## src/rtl/frontend_stall_stage.sv

```systemverilog
// Load-use hazard responder: PC, IF/ID and ID/EX control registers that honour hold,
// bubble and branch-flush requests, plus saturating stall statistics and a stall watchdog.
module frontend_stall_stage #(
    parameter int ADDR_W    = 32,
    parameter int CTRL_W    = 9,
    parameter int CNT_W     = 16,
    parameter int MAX_STALL = 2
) (
    input  logic              clk_i,
    input  logic              rst_i,
    input  logic              pc_stall_i,
    input  logic              ifid_stall_i,
    input  logic              idex_ctrl_en_i,
    input  logic              flush_i,
    input  logic [ADDR_W-1:0] branch_target_i,
    input  logic [ADDR_W-1:0] instr_i,
    input  logic [CTRL_W-1:0] ctrl_i,
    output logic [ADDR_W-1:0] pc_o,
    output logic [ADDR_W-1:0] ifid_pc4_o,
    output logic [ADDR_W-1:0] ifid_instr_o,
    output logic [CTRL_W-1:0] idex_ctrl_o,
    output logic [CNT_W-1:0]  stall_cnt_o,
    output logic [CNT_W-1:0]  bubble_cnt_o,
    output logic              stall_err_o
);

    // Run counter only needs to reach MAX_STALL+1, where it saturates.
    localparam int RUN_W = (MAX_STALL + 2 > 2) ? $clog2(MAX_STALL + 2) : 1;
    localparam logic [RUN_W-1:0] RUN_SAT   = RUN_W'(MAX_STALL + 1);
    localparam logic [RUN_W-1:0] RUN_LIMIT = RUN_W'(MAX_STALL);

    logic [ADDR_W-1:0] r_pc;
    logic [ADDR_W-1:0] r_ifid_pc4;
    logic [ADDR_W-1:0] r_ifid_instr;
    logic [CTRL_W-1:0] r_idex_ctrl;
    logic [CNT_W-1:0]  r_stall_cnt;
    logic [CNT_W-1:0]  r_bubble_cnt;
    logic [RUN_W-1:0]  r_run;
    logic              r_stall_err;

    logic [ADDR_W-1:0] w_pc_plus4;
    logic [RUN_W-1:0]  w_run_inc;

    // Natural truncation gives the required modulo-2^ADDR_W wrap.
    assign w_pc_plus4 = r_pc + ADDR_W'(4);
    assign w_run_inc  = (r_run == RUN_SAT) ? r_run : r_run + RUN_W'(1);

    // NOTE: state uses non-blocking assignments and a reset sampled on the clock edge,
    // so a reset during a hold or flush simply overwrites whatever was pending.
    always_ff @(posedge clk_i) begin
        if (!rst_i) begin
            r_pc         <= '0;
            r_ifid_pc4   <= '0;
            r_ifid_instr <= '0;
            r_idex_ctrl  <= '0;
        end else begin
            if (!pc_stall_i) begin
                r_pc <= flush_i ? branch_target_i : w_pc_plus4;
            end

            if (!ifid_stall_i) begin
                if (flush_i) begin
                    r_ifid_pc4   <= '0;
                    r_ifid_instr <= '0;
                end else begin
                    r_ifid_pc4   <= w_pc_plus4;
                    r_ifid_instr <= instr_i;
                end
            end

            r_idex_ctrl <= idex_ctrl_en_i ? ctrl_i : '0;
        end
    end

    always_ff @(posedge clk_i) begin
        if (!rst_i) begin
            r_stall_cnt  <= '0;
            r_bubble_cnt <= '0;
        end else begin
            if (pc_stall_i && (r_stall_cnt != '1)) begin
                r_stall_cnt <= r_stall_cnt + CNT_W'(1);
            end
            if (!idex_ctrl_en_i && (r_bubble_cnt != '1)) begin
                r_bubble_cnt <= r_bubble_cnt + CNT_W'(1);
            end
        end
    end

    // Watchdog trips on the hold cycle that pushes the run past MAX_STALL; sticky.
    always_ff @(posedge clk_i) begin
        if (!rst_i) begin
            r_run       <= '0;
            r_stall_err <= 1'b0;
        end else if (pc_stall_i) begin
            r_run <= w_run_inc;
            if (w_run_inc > RUN_LIMIT) begin
                r_stall_err <= 1'b1;
            end
        end else begin
            r_run <= '0;
        end
    end

    assign pc_o         = r_pc;
    assign ifid_pc4_o   = r_ifid_pc4;
    assign ifid_instr_o = r_ifid_instr;
    assign idex_ctrl_o  = r_idex_ctrl;
    assign stall_cnt_o  = r_stall_cnt;
    assign bubble_cnt_o = r_bubble_cnt;
    assign stall_err_o  = r_stall_err;

endmodule
```

## config.mk

```make
export PLATFORM = sky130hd
export DESIGN_NAME = frontend_stall_stage
export DESIGN_NICKNAME = d
export VERILOG_FILES = /design/src/rtl/frontend_stall_stage.sv
export SDC_FILE = /design/constraint.sdc
export NUM_CORES = 1
export LEC_CHECK = 0
export BUFFER_PORTS_ARGS = -buffer_cell sky130_fd_sc_hd__buf_2
export CORE_MARGIN = 2
export CORE_UTILIZATION = 45
export CTS_CLUSTER_DIAMETER = 60
export DETAILED_ROUTE_END_ITERATION = 6
export PLACE_DENSITY = 0.76
export REMOVE_ABC_BUFFERS = 1
export SETUP_SLACK_MARGIN = 0.15
export SYNTH_ARGS = -nofsm -noshare
export SYNTH_HDL_FRONTEND = slang
export SYNTH_SLANG_ARGS = --single-unit
```

## constraint.sdc

```tcl
create_clock -name clk_i -period 2.15 [get_ports clk_i]
set_clock_uncertainty 0.1 [all_clocks]
set_input_delay 0.43 -clock clk_i [delete_from_list [all_inputs] [get_ports clk_i]]
set_output_delay 0.43 -clock clk_i [all_outputs]
set_load 0.02 [all_outputs]
```

==> out/summary.txt <==
RSZ-0062 raised after global routing = true
Hold EP = ifid_instr_o[14]$_SDFFE_PN0N_
core area = 13,770 µm²
Avg Inst Size Synth = 8.563 µm²
Std-Cell Rows = 43
CTS Buffer Depth = 2
Initial DRT Pass Iterations = 5
hold_sp = instr_i[14]
CP required = 2380 ps
worst-path cell chain = buf_6, nand4_4, nor4_4, nand2_2, or3_1, a31oi_1
worst setup path start = pc_o[2]$_SDFFE_PN0N_
grt ovf = 0
Starting Density = 45.88%
worst hold slack = 143.7 ps
Slew HR = 50.39%
via count = 6,332
Post-Route WL = 18,520 µm
CP max stage delay = 380 ps
max_cap viols = 0
P_int = 4.659 mW
#FFs+latches synth = 140
first-pass GRT wire length = 28,800 µm
die area = 15,010 µm²
WL/cell = 15.96 µm
hold buffers post-CTS = 0
post-route ant nets = 0
worst skew pair latency = 420 ps
most common cell after layout, fill and taps aside = buf_2
DP Wirelength = 12,850 µm
Synth async-reset ratio = 0%
met1 wire length = 7965 µm
synth unique cells = 60
largest net degree at the start of global routing = 51
fin crit share = 89.67%
FF-to-FF End = pc_o[25]$_SDFFE_PN0N_
class of the worst hold path = in2reg
Nets = 1,048
CTS tree = done
io pins = 217
Max VDD drop = 0.5482 mV
crit path DAT = 2160 ps
fin cells = 1,160
Die W = 122.5 µm
Setup CP Type = reg2reg
met2 WL = 8659 µm
status = finished, final reports clean
Fmax achieved = 518.7 MHz
CP max stage cell = nor4_4
Starting DRT DRC Count = 409
Place WS = 202.7 ps
Worst Hold Depth = 3
root buf cell = clkbuf_16
initial antenna violation count = 1
P_leak = 3.806 nW
Tmin final = 1928 ps
clk sinks = 140
most frequent cells in the layout = 216 x buf_2, 136 x dfxtp_1, 111 x nor2_1, 57 x nand2_1, 50 x a22oi_1
PD cells = 743.9 nW/µm²
placed cell count = 1,122
Clk network pwr share = 45.2%
Avg Vias per Cell = 5.459
vias in the first global route = 5,801
Final Hold Vio Count = 0
P&R area growth vs syn = 33.44%
Critical R2R Launch = pc_o[2]$_SDFFE_PN0N_
Mapped Cells = 738
IO buf count = 216
Setup-failing EPs final = 0
Sequential Power Share = 44.0%
Primary FF master, synth = dfxtp_1
Worst Setup Slack, final = 222.0 ps
Least-Margin Pin Slew = 744.2 ps
Post-Syn Area = 6320 µm²
GPL Wtd Cong = 0.8464
max-slew violation count = 0
number of synthesized flops with an enable pin = 0
DR DRC count = 0
die height = 122.5 µm
Top Metal Used = met4
Setup crit start kind = register
Synth warnings = 0
Crit Path Max Fanout = 8
Reg clk slew, reported paths = 60 ps
combinational group share of total power = 10.8%
met3 wire len = 1591 µm
switching power = 1.615 mW
Layout Utilization = 61.23%
All-Layer GR Usage = 24.37%
R2R Setup Slk = 220 ps
total clock buffers created by CTS = 17
R2R depth = 6
sequential element share of the synthesized area = 44.35%
ratio of cells with drive above 1 in the final layout = 33.20%
switch share = 25.74%
CP Capture Type = register
H-tree level count = 4
## final cells by class
cell class	count	area, µm²
antenna	1	2.502
clock buffer	23	488.0
clock inverter	9	85.08
fill	1281	5340
inverter	4	15.01
multi-input combinational	541	3344
sequential	140	2808
tap	180	225.2
timing repair buffer	262	1465
## worst max path at each step
stage / to / depth (start not counted)
4_1_cts: pc_o[25]$_SDFFE_PN0N_ / 5
3_5_place_dp: pc_o[31]$_SDFFE_PN0N_ / 5
5_1_grt: bubble_cnt_o[8]$_SDFFE_PN0P_ / 6
3_3_place_gp: bubble_cnt_o[8]$_SDFFE_PN0P_ / 6
6_report: pc_o[25]$_SDFFE_PN0N_ / 6
2_1_floorplan: ifid_pc4_o[23]$_SDFFE_PN0N_ / 4
## sequential cells by signal, indices dropped and copies added, names as in the netlist
name / cells
stall_err_o: 1
pc_o: 32
idex_ctrl_o: 9
r_run: 2
stall_cnt_o: 16
ifid_instr_o: 32
ifid_pc4_o: 32
bubble_cnt_o: 16
## logic make-up (layout without fill, tap and decap cells)
logic type                 count (synthesis)  in the layout  synth area share [%]
AOI/OAI and AO/OA                        171            171                 17.26
buffers and inverters                     57            298                 3.643
adders and majority gates                  3              3                0.5940
xor gates and xnor gates                  49             49                 6.791
and+or+nand+nor                          306            306                 25.46
other                                      0              1                     0
DFF                                      140            140                 44.35
muxes                                     12             12                 1.901
## cells in the mapped netlist (2+ instances only)
cell	instances	area (µm²)
a211oi_1	3	22.52
a21o_1	3	22.52
a21oi_1	30	150.1
a22o_1	2	17.52
a22oi_1	50	375.4
a31oi_1	9	56.30
a32oi_1	2	17.52
and2_1	7	43.79
and3_1	18	112.6
and4_1	5	43.79
buf_2	4	20.02
clkbuf_1	47	176.4
dfxtp_1	140	2803
ha_1	3	37.54
inv_1	3	11.26
mux2i_1	12	120.1
nand2_1	57	214.0
nand2b_1	4	25.02
nand3_1	27	135.1
nand3_4	2	35.03
nand3b_1	2	15.01
nand4_1	14	87.58
nand4_2	2	25.02
nand4_4	2	42.54
nand4b_1	2	17.52
nor2_1	113	424.2
nor2b_1	6	37.54
nor3_1	13	65.06
nor3_2	3	30.03
nor3b_1	3	22.52
nor4_1	6	37.54
nor4_4	3	63.81
o211ai_1	9	67.56
o21a_1	2	15.01
o21ai_0	47	235.2
o21ai_1	2	10.01
o311ai_0	2	17.52
o31ai_1	2	15.01
or2_2	4	25.02
or3_1	6	37.54
xnor2_1	19	166.4
xor2_1	30	262.8
## per-layer routing
metal  up-vias  track usage (%)
li1       3082                -
met1      2938            31.29
met2       288            38.68
met3        24            6.552
met4         0            10.20
met5         -                0
## metrics by stage
step	area, µm²	power (mW)	setup TNS, ps
4_1_cts	8337	6.332	0
6_report	8433	6.274	0
2_1_floorplan	6105	3.128	-12760
3_5_place_dp	7764	3.481	0
5_1_grt	8431	6.535	0
3_3_place_gp	7764	3.471	0
## power groups by stage
stage / Clock [mW] / Sequential [mW] / Combinational (mW)
after CTS: 2.90 / 2.75 / 0.674
final: 2.84 / 2.76 / 0.675
after global routing: 3.03 / 2.77 / 0.733
after floorplan: 0 / 2.92 / 0.209
after detailed placement: 0 / 2.81 / 0.672
after global placement: 0 / 2.81 / 0.664
## timing repair
| action | CTS | global route |
|---|---|---|
| buffers inserted | 0 | 5 |
| gates resized for setup | 0 | 14 |
| setup endpoints to repair | 0 | 18 |
| endpoints found under the hold margin | 0 | 0 |
## worst max-delay path, delay by kind of cell (launching register included)
family / cells / cell delay, ps
AOI/OAI and AO/OA: 1 / 210
buffers and inverters: 1 / 140
DFF: 1 / 340
and+or+nand+nor: 4 / 1050
Power figures use the tool's default switching activity.
